==> src/rtl/pla_scan_pkg.sv <==
// Shared types and helpers for the multiplexed digit scanner.
package pla_scan_pkg;

    localparam int CODE_W     = 4;
    localparam int MAX_DIGITS = 32;

    typedef enum logic {
        BLANK,
        SHOW
    } scan_state_t;

    // One-hot mask for a digit index; callers keep the low NUM_DIGITS bits.
    function automatic logic [MAX_DIGITS-1:0] onehot(input int unsigned index);
        return MAX_DIGITS'(1) << index;
    endfunction

endpackage

==> src/rtl/pla_slot_timer.sv <==
// Slot counter for the digit scanner: counts 0..PRESCALE-1 and flags the
// blank phase, the last blank cycle and the last cycle of the slot.
module pla_slot_timer #(
    parameter int PRESCALE     = 1000,
    parameter int BLANK_CYCLES = 16
) (
    input  logic clk,
    input  logic rst,
    output logic in_blank,
    output logic blank_end,
    output logic slot_end
);

    localparam int CNT_W = (PRESCALE > 1) ? $clog2(PRESCALE) : 1;

    logic [CNT_W-1:0] count;

    // Free-running slot counter that wraps after the last cycle of a slot.
    always_ff @(posedge clk or posedge rst) begin
        if (rst) begin
            count <= '0;
        end else if (slot_end) begin
            count <= '0;
        end else begin
            count <= count + 1'b1;
        end
    end

    assign in_blank  = (count < CNT_W'(BLANK_CYCLES));
    assign blank_end = (count == CNT_W'(BLANK_CYCLES - 1));
    assign slot_end  = (count == CNT_W'(PRESCALE - 1));

endmodule

==> src/rtl/pla_digit_scanner.sv <==
// Time-multiplexed digit scanner feeding a 7-segment decoder. New digit sets
// are buffered in a pending register and swapped into the displayed shadow
// register only at frame boundaries, so a frame never mixes old and new data.
module pla_digit_scanner
    import pla_scan_pkg::*;
#(
    parameter int NUM_DIGITS   = 4,
    parameter int PRESCALE     = 1000,
    parameter int BLANK_CYCLES = 16
) (
    input  logic                         clk,
    input  logic                         rst,
    input  logic [CODE_W*NUM_DIGITS-1:0] digits_in,
    input  logic                         load_valid,
    output logic                         load_ready,
    output logic [CODE_W-1:0]            code_out,
    output logic [NUM_DIGITS-1:0]        dig_en,
    output logic                         frame_done
);

    localparam int IDX_W = (NUM_DIGITS > 1) ? $clog2(NUM_DIGITS) : 1;
    localparam int SET_W = CODE_W * NUM_DIGITS;
    localparam logic [IDX_W-1:0] LAST_IDX = IDX_W'(NUM_DIGITS - 1);

    logic                  in_blank;
    logic                  blank_end;
    logic                  slot_end;
    scan_state_t           state;
    logic [IDX_W-1:0]      index;
    logic [IDX_W-1:0]      next_index;
    logic [SET_W-1:0]      shadow;
    logic [SET_W-1:0]      pending;
    logic                  pending_full;
    logic                  frame_end;
    logic                  accept;
    logic [MAX_DIGITS-1:0] en_mask;

    pla_slot_timer #(
        .PRESCALE     (PRESCALE),
        .BLANK_CYCLES (BLANK_CYCLES)
    ) u_timer (
        .clk       (clk),
        .rst       (rst),
        .in_blank  (in_blank),
        .blank_end (blank_end),
        .slot_end  (slot_end)
    );

    assign frame_end  = slot_end && (index == LAST_IDX);
    assign next_index = (index == LAST_IDX) ? '0 : index + 1'b1;
    assign accept     = load_valid && !pending_full;
    assign en_mask    = onehot(32'(index));
    assign load_ready = ~pending_full;
    assign frame_done = frame_end;

    // Handshake buffer: accept into pending, hand over to shadow at frame end.
    always_ff @(posedge clk or posedge rst) begin
        if (rst) begin
            shadow       <= '0;
            pending      <= '0;
            pending_full <= 1'b0;
        end else if (frame_end && pending_full) begin
            shadow       <= pending;
            pending_full <= 1'b0;
        end else if (accept) begin
            pending      <= digits_in;
            pending_full <= 1'b1;
        end
    end

    // Blank/show sequencer with registered enable and code outputs; the code
    // for a new slot comes from pending when the shadow is swapped that edge.
    always_ff @(posedge clk or posedge rst) begin
        if (rst) begin
            state    <= BLANK;
            index    <= '0;
            dig_en   <= '0;
            code_out <= '0;
        end else begin
            case (state)
                BLANK: begin
                    if (in_blank && blank_end) begin
                        state  <= SHOW;
                        dig_en <= en_mask[NUM_DIGITS-1:0];
                    end
                end
                SHOW: begin
                    if (slot_end) begin
                        state  <= BLANK;
                        dig_en <= '0;
                        index  <= next_index;
                        if (frame_end && pending_full) begin
                            code_out <= pending[CODE_W-1:0];
                        end else begin
                            code_out <= shadow[32'(next_index)*CODE_W +: CODE_W];
                        end
                    end
                end
                default: begin
                    state <= BLANK;
                end
            endcase
        end
    end

endmodule

==> config.mk <==
export PLATFORM = sky130hd
export DESIGN_NAME = pla_digit_scanner
export DESIGN_NICKNAME = d
export VERILOG_FILES = /design/src/rtl/pla_scan_pkg.sv /design/src/rtl/pla_slot_timer.sv /design/src/rtl/pla_digit_scanner.sv
export SDC_FILE = /design/constraint.sdc
export NUM_CORES = 1
export LEC_CHECK = 0
export CAP_MARGIN = 25
export CORE_ASPECT_RATIO = 0.9
export CORE_MARGIN = 2
export CORE_UTILIZATION = 35
export DETAILED_ROUTE_END_ITERATION = 12
export HOLD_SLACK_MARGIN = 0.15
export PLACE_DENSITY_LB_ADDON = 0.25
export SLEW_MARGIN = 0
export SYNTH_ARGS = -nofsm -noshare
export SYNTH_HDL_FRONTEND = slang
export SYNTH_SLANG_ARGS = --single-unit
==> constraint.sdc <==
create_clock -name clk -period 2.5 [get_ports clk]
set_clock_uncertainty 0.1 [all_clocks]
set_input_delay 0.25 -clock clk [delete_from_list [all_inputs] [get_ports clk]]
set_output_delay 0.25 -clock clk [all_outputs]
set_load 0.03 [all_outputs]
* Word level (Yosys, flattened, before mapping)
Index checks and enable logic that the tools add are counted.
Word-level totals: memories kept 0, output and inout bits 10, RAM bits 0, register bits after elaboration 54, bits in latches 0, input bits 19, ROM bits 0
Operators by class: mux-type cells 11, shifts and indexed selects 2, order comparisons 1, bitwise logic cells 3, reductions and logical operators 9, div/mod/pow operators 0, $mul 0, $add $sub $neg 2, equality and inequality tests 5
Operators with widths (number):
- 16-bit by 5-bit variable part select with 4-bit output | 1
- 4-bit 2-to-1 mux | 3
- 10-bit by 1-bit adder with 10-bit output, second input constant | 1
- 10-bit == test, second input constant | 1
- 10-bit by 4-bit == test with 1-bit output, second input constant | 1
- 10-bit by 5-bit less-than comparator with 1-bit output, second input constant | 1
- 10-bit 2-to-1 mux | 1
- 4-bit case mux with 2 select lines | 1
- 2-bit AND reduction | 3
- 1-bit logical AND | 4
- 1-bit 2-to-1 mux | 4
- 2-bit inequality test, second input constant | 2
- 1-bit by 2-bit << shifter with 4-bit output, first input constant | 1
- 1-bit inverter | 3
- 2-bit by 1-bit adder with 2-bit output, second input constant | 1
- 2-bit == test, second input constant | 1
- 2-bit 2-to-1 mux | 1
- 1-bit case mux with 2 select lines | 1
- 2-bit nonzero test | 1
- 1-bit zero test | 1

* Logic depth before layout (Yosys ltp)
Gate-level depths: netlist of the first run.
word-level depth 5, depth in mapped cells 6, mapped depth without buffers 5

* Cells and area by module
Synthesis of the first run repeated with hierarchy kept, for this count alone.
Second synthesis, totals: cells, all modules 179, area, all modules 2484.9 µm²
Modules (own cells, without submodules):
- pla_digit_scanner | instances 1, cells each 131, sequential area each 1101.1 µm², area an instance 2000.7 µm²
- pla_slot_timer | instances 1, cells each 48, sequential area each 250.2 µm², area an instance 484.2 µm²

* Worst setup path before layout of the first run
No wires, ideal clock.
kind register to output, start point register u_timer.count[0], end point output frame_done, data required time 2.150 ns, cell stages (with the launch flop) 5, path buffers 0, arrival 1.593 ns, path slack 0.557 ns, path through dfrtp_1 > ha_1 > nand2_1 > nor3_1 > and2_1
Between the ends: cells in the longest elaborated chain, start to end 2
Ends and longest elaborated chain:
- from (decl) | RTL line pla_slot_timer.sv:16 | logic [CNT_W-1:0] count;
- from (signal assigned) | RTL line pla_slot_timer.sv:25 | count <= count + 1'b1;
- 10-bit == test | RTL line pla_slot_timer.sv:31 | assign slot_end = (count == CNT_W'(PRESCALE - 1));
- 1-bit logical AND | RTL line pla_digit_scanner.sv:49 | assign frame_end = slot_end && (index == LAST_IDX);
- to (decl) | RTL line pla_digit_scanner.sv:18 | output logic frame_done
No other way between the ends.

* Final worst setup path of the first run
Ends and elaborated chain as after synthesis.

==> results of run 1 <==
==> cells in the final DEF, fill, tap and decap left out, types with 2 or more instances in the layout <==
| cell | instances |
|---|---|
| buf_4 | 5 |
| o21ai_0 | 6 |
| nand2b_1 | 4 |
| nand3_1 | 4 |
| mux2_2 | 28 |
| nor2_1 | 16 |
| a22o_1 | 5 |
| clkinv_2 | 2 |
| o21bai_1 | 2 |
| a31oi_1 | 4 |
| nand2_1 | 13 |
| nor3_1 | 3 |
| nor2b_1 | 2 |
| or3_1 | 2 |
| inv_1 | 8 |
| ha_1 | 5 |
| xnor2_1 | 5 |
| clkdlybuf4s50_1 | 27 |
| clkbuf_8 | 5 |
| dfrtp_1 | 54 |
| mux4_2 | 4 |
==> layout make-up <==
cell class,count,area (sq um)
Clock buffer,5,68.82
Clock inverter,3,40.04
Fill cell,640,3672
Inverter,9,33.78
Multi-Input combinational cell,115,944.7
Sequential cell,54,1351
Tap cell,90,112.6
Timing Repair Buffer,33,327.8
==> flip-flops by register name, indices dropped and copies added (netlist names) <==
| signal | count |
|---|---|
| code_out | 4 |
| dig_en | 4 |
| index | 2 |
| pending | 16 |
| pending_full | 1 |
| shadow | 16 |
| state | 1 |
| u_timer.count | 10 |
==> logic make-up after synthesis <==
logic type               after synthesis
AO/OA/AOI/OAI                         18
XOR/XNOR                               6
adder cells (fa/ha/maj)                5
buffers and inverters                 14
flip-flops                            54
multiplexers                          32
AND/OR/NAND/NOR                       54
==> critical path: stages (launching register included) <==
cell and delay [ns]:
dfrtp_1 0.39, ha_1 0.21, nand2_1 0.16, nor3_1 0.29, and2_1 0.17, buf_4 0.15
==> cells in the mapped netlist (3+ instances only) <==
| master | number | area (sq um) |
|---|---|---|
| nand2b_1 | 4 | 25.02 |
| a22o_1 | 5 | 43.79 |
| nand2_1 | 13 | 48.80 |
| a31oi_1 | 4 | 25.02 |
| nor3_1 | 3 | 15.01 |
| nand3_1 | 4 | 20.02 |
| mux2_2 | 28 | 315.3 |
| nor2_1 | 16 | 60.06 |
| dfrtp_1 | 54 | 1351 |
| xnor2_1 | 5 | 43.79 |
| mux4_2 | 4 | 90.09 |
| o21ai_0 | 6 | 30.03 |
| inv_1 | 9 | 33.78 |
| ha_1 | 5 | 62.56 |
==> final timing paths <==
| check | end | slack [ns] | cells past startpoint |
|---|---|---|---|
| setup / recovery | frame_done | 0.47 | 5 |
| hold / removal | pending[1]$_DFFE_PP0P_ | 0.22 | 2 |
| setup reg to reg | code_out[0]$_DFFE_PP0P_ | 0.53 | 5 |
| hold reg to reg | u_timer.count[0]$_DFF_PP0_ | 0.38 | 1 |
| max in group asynchronous | shadow[11]$_DFFE_PP0P_ | 1.52 | 3 |
| min in group clk | u_timer.count[0]$_DFF_PP0_ | 0.38 | 1 |
==> power by group <==
group          switching, mW  internal, mW  leakage [nW]
Sequential            0.0159         0.903         0.699
Clock                  0.281         0.295        0.0579
Combinational         0.0267        0.0492         0.521
Total                  0.324          1.25          1.28
==> per-layer routing <==
metal  vias up  part of all wire (%)  wire [um]
li1        707                     -          -
met1       707                    50       2000
met2        25                    46       1836
met3         4                   3.8        153
met4         0                  0.97         39
met5         -                     0          0
==> per-stage QoR <==
step | hold slack (ns) | utilization (%) | instances
3_3_place_gp | 0.3580 | 42.28 | 301
3_5_place_dp | 0.3669 | 42.28 | 301
6_report | 0.2232 | 43.95 | 309
2_1_floorplan | 0.2750 | - | 183
4_1_cts | 0.2429 | 43.95 | 309
5_1_grt | 0.2656 | 43.95 | 309
==> results.py, run 1 <==
metrics = {
    "clock_tree": {
        "path_clk_slew_ns": 0.10,
        "cts.sinks": 54,
        "clockBufferDepth": 2,
        "root_buffer": "clkbuf_8",
        "cts_resized": 0,
        "numCtsBuffers": 5,
        "clk_latency_ns": 0.30,
        "postCtsSetupBuffers": 0,
        "cts_tree": "built",
        "ctsHoldBuffers": 0,
        "htreeDepth": 2,
    },
    "synthesis": {
        "synth-simple-area-share_pct": 12.90,
        "synth_ff_type": "dfrtp_1",
        "synth_xor_xnor_area_share_pct": 2.221,
        "synth_compound_gate_area_share_pct": 5.024,
        "muxShareOfSynthArea_pct": 17.13,
        "syn-cell-area_sq_um": 2366,
        "synth_adder_area_share_pct": 2.644,
        "syn_inst": 183,
        "async_flop_share_pct": 100.0,
        "ys_types": 32,
        "synth_top_family_by_area": "multiplexers",
        "ys_warn_count": 0,
        "synth_seq_cells": 54,
        "avgSynthCellArea_sq_um": 12.93,
        "synth_edf_count": 0,
        "seq_area_frac_synth_pct": 57.11,
        "synth_nets": 207,
    },
    "final_layout": {
        "diodes": 0,
        "design_area_sq_um": 2879,
        "syn_to_final_growth_pct": 21.68,
        "drive_above_1_share_pct": 23.74,
        "layout.nets": 242,
    },
    "setup_path": {
        "crit_path_start": "u_timer.count[0]$_DFF_PP0_",
        "cp-start-kind": "flip-flop",
        "critPathKind": "reg2out",
        "arrival_ns": 1.68,
        "timing.rr.start": "index[0]$_DFFE_PP0P_",
        "cp-end-kind": "output pin",
        "required_ns": 2.15,
        "cp_max_fo": 4,
    },
    "place": {
        "globalplace.congestion": 0.7651,
        "place_area_sq_um": 2770,
        "place.port_buffers": 28,
        "pre_cts_slack_ns": 0.5207,
        "dpl.hpwl_um": 2937,
    },
    "global_route": {
        "grt.met2_usage_pct": 19.18,
        "grt_overflow_total": 0,
        "grt_max_degree": 30,
        "use_met3_pct": 3.211,
        "grt_pass1_vias": 1422,
        "antenna_found_initial": 0,
        "grt_pass1_wl_um": 7031,
        "met1_usage_pct": 16.14,
        "grt_usage_pct": 12.11,
        "top_usage_layer": "met2",
    },
    "outcome": {
        "outcome": "completed",
    },
    "sta": {
        "max_freq_ghz": 0.4922,
        "maxSlewHeadroom_pct": 60.58,
        "drv_slew": 0,
        "worstMarginPinSlew_ns": 0.5905,
        "hold_viol": 0,
        "fin_crit_ns": 2.032,
        "setup_tns_ns": 0,
        "rsz0062_at_grt": "false",
        "setup_viol": 0,
        "fin_crit_sh_pct": 81.27,
        "setup_slack_ns": 0.4684,
    },
    "floorplan": {
        "die_y_um": 82,
        "core_area_sq_um": 6551,
        "dieArea_sq_um": 7435,
        "ios": 29,
        "chipWidth_um": 90.67,
        "initial_utilization_pct": 36.12,
        "rows": 28,
    },
    "route": {
        "via_per_inst": 4.670,
        "drtPass1Iterations": 4,
        "wire_per_inst_um": 13.04,
        "route.detailed.drc": 0,
        "vias": 1443,
        "wirelength_um": 4029,
        "ant_nets": 0,
        "drt_iter0_markers": 68,
    },
    "pwr": {
        "vdd_drop_max_mv": 0.2694,
        "total_power_mw": 1.571,
        "p_per_area_nw_per_um2": 545.8,
        "power.leakage_nw": 1.278,
    },
    "flow_run": {
        "cap_violations": 0,
    },
    "worst_hold_path": {
        "hp-class": "in2async",
    },
}
(Power assumes the default switching activity.)
==> run 2, diff against run 1 <==
==> constraint.sdc (replaced) <==
create_clock -name clk -period 1.71 [get_ports clk]
set_clock_uncertainty 0.1 [all_clocks]
set_input_delay 0.171 -clock clk [delete_from_list [all_inputs] [get_ports clk]]
set_output_delay 0.171 -clock clk [all_outputs]
set_load 0.03 [all_outputs]
==> run 2 against run 1 <==
  * The run now ends with setup timing left
  * Non-clock buffer count rose by 27
  * Global-route usage rose by 0.81 points
  * Die area did not move
  * First-iteration DRC count rose by 10%
  * Critical path depth rose by 1
  * Sequential power rose by 46%
  * Combinational power rose by 58%
  * Total power rose by 39%
  * Design area rose by 13%
==> results.py, run 2 (same netlist as run 1, synthesis figures left out) <==
metrics = {
    "clock_tree": {
        "clockBufferDepth": 2,
        "root_buffer": "clkbuf_8",
        "htreeDepth": 2,
        "path_clk_slew_ns": 0.10,
        "cts_tree": "built",
        "numCtsBuffers": 5,
        "clk_latency_ns": 0.30,
        "cts.sinks": 54,
    },
    "pwr": {
        "vdd_drop_max_mv": 0.4451,
        "p_per_area_nw_per_um2": 676.3,
        "power.leakage_nw": 1.467,
        "total_power_mw": 2.191,
    },
    "setup_path": {
        "required_ns": 1.80,
        "cp_cell_sequence": "ha_2 -> nand2_4 -> buf_4 -> nor4_4 -> buf_12 -> mux2_2",
        "cp.buffers_inverters": 2,
        "cpPeakStageDelay_ns": 0.37,
        "cp_max_fo": 21,
        "arrival_ns": 1.90,
        "crit_family": "flip-flops",
        "critPathKind": "reg2reg",
        "cp_slowest_cell": "dfrtp_1",
        "cp-end-kind": "flip-flop",
        "cp-start-kind": "flip-flop",
    },
    "floorplan": {
        "dieArea_sq_um": 7435,
        "initial_utilization_pct": 36.12,
        "die_y_um": 82,
        "core_area_sq_um": 6551,
        "ios": 29,
        "rows": 28,
        "chipWidth_um": 90.67,
    },
    "route": {
        "drt_iter0_markers": 75,
        "route.detailed.drc": 0,
        "wirelength_um": 4419,
        "wire_per_inst_um": 13.15,
        "vias": 1562,
        "ant_nets": 0,
        "drtPass1Iterations": 4,
        "via_per_inst": 4.649,
    },
    "sta": {
        "setup_tns_ns": -1.063,
        "fin_crit_sh_pct": 105.9,
        "rsz0062_at_grt": "true",
        "max_freq_ghz": 0.5522,
        "drv_slew": 0,
        "hold_ws_ns": 0.3758,
        "setup_viol": 16,
        "setup_slack_ns": -0.1009,
        "fin_crit_ns": 1.811,
        "maxSlewHeadroom_pct": 72.07,
        "worstMarginPinSlew_ns": 0.4184,
        "hold_viol": 0,
    },
    "flow_run": {
        "cap_violations": 0,
    },
    "final_layout": {
        "design_area_sq_um": 3239,
        "final_cell_mix": "54 x dfrtp_1, 26 x clkdlybuf4s50_1, 23 x buf_4, 17 x mux2_2, 15 x nor2_1",
        "syn_to_final_growth_pct": 36.91,
        "final_common_cell": "dfrtp_1",
        "diodes": 0,
        "drive_above_1_share_pct": 36.59,
        "reg_top3": "pending: 16 flops, shadow: 16 flops, u_timer.count: 10 flops",
        "layout.nets": 269,
        "fin_cells": 336,
    },
    "place": {
        "place_area_sq_um": 2949,
        "dpl.hpwl_um": 3153,
        "place.port_buffers": 28,
        "globalplace.congestion": 0.7993,
        "dp.cells": 320,
    },
    "global_route": {
        "grt_overflow_total": 0,
        "grt_pass1_wl_um": 7590,
        "grt_max_degree": 26,
        "grt_pass1_vias": 1582,
        "antenna_found_initial": 0,
        "grt_usage_pct": 12.92,
    },
    "outcome": {
        "outcome": "finished, violations left",
        "violations": "setup timing",
    },
    "worst_hold_path": {
        "hp-class": "in2reg",
    },
}
[run 2: cell count changes in the layout (fill, tap and decap cells not counted), moves of 3 or more]
cell	before	now
mux2_2	28	17
buf_4	5	23
mux2_4	0	11
buf_6	0	6
nand2_1	13	10
ha_1	5	2
[run 2: worst reg2reg max path: cells and delay by family, from the launching register on]
kind                     cells  cell delay (ns)
flip-flops                   1             0.37
AND/OR/NAND/NOR              2             0.31
multiplexers                 1             0.35
adder cells (fa/ha/maj)      1             0.21
buffers and inverters        2             0.35
[run 2: path summary, 6_finish.rpt]
path                                                  from                       end  slack, ns  cells after the start
worst max-delay path            u_timer.count[0]$_DFF_PP0_    shadow[13]$_DFFE_PP0P_      -0.10                      6
worst min-delay path                            load_valid  pending_full$_DFFE_PP0P_       0.38                      3
worst max register to register  u_timer.count[0]$_DFF_PP0_    shadow[13]$_DFFE_PP0P_      -0.10                      6
worst min register to register       dig_en[3]$_DFFE_PP0P_     dig_en[3]$_DFFE_PP0P_       0.41                      1
max in group asynchronous                              rst     dig_en[3]$_DFFE_PP0P_       0.40                      4
min in group asynchronous                              rst   pending[13]$_DFFE_PP0P_       0.63                      3
[run 2: through the flow]
step                util (%)  worst slack, ns
floorplan                  -          -0.1023
global placement       45.02         -0.04706
detailed placement     45.02         -0.06321
CTS                    48.03          -0.1204
global route           49.45          -0.1820
finish                 49.45          -0.1009
[run 2: layout make-up]
cell class / count / area [sq um]
clock buffer: 7 / 86.33
multi-input combinational: 115 / 1071
tap: 90 / 112.6
clock inverter: 1 / 5.005
timing repair buffer: 60 / 579.3
fill: 595 / 3312
sequential: 54 / 1351
inverter: 9 / 33.78
[run 2: timing repair]
item                                    in CTS  in global routing
hold buffers                                 1                  0
gates resized for setup                     18                 18
pin swaps                                    4                  4
buffers inserted                             4                  3
endpoints found under the setup margin      18                 25
endpoints found under the hold margin       14                  0
[run 2: power by group]
part	total [mW]	switching [mW]	internal, mW	leakage [nW]
registers	1.34	0.0241	1.32	0.699
logic	0.120	0.0407	0.0789	0.719
clock network	0.727	0.399	0.328	0.0482
[run 2: per-layer routing]
metal  GRT usage (%)  wire length, um
met2           21.87             1996
met1           17.18             2244
met5               0                0
met3           3.028              162
met4           2.769               15
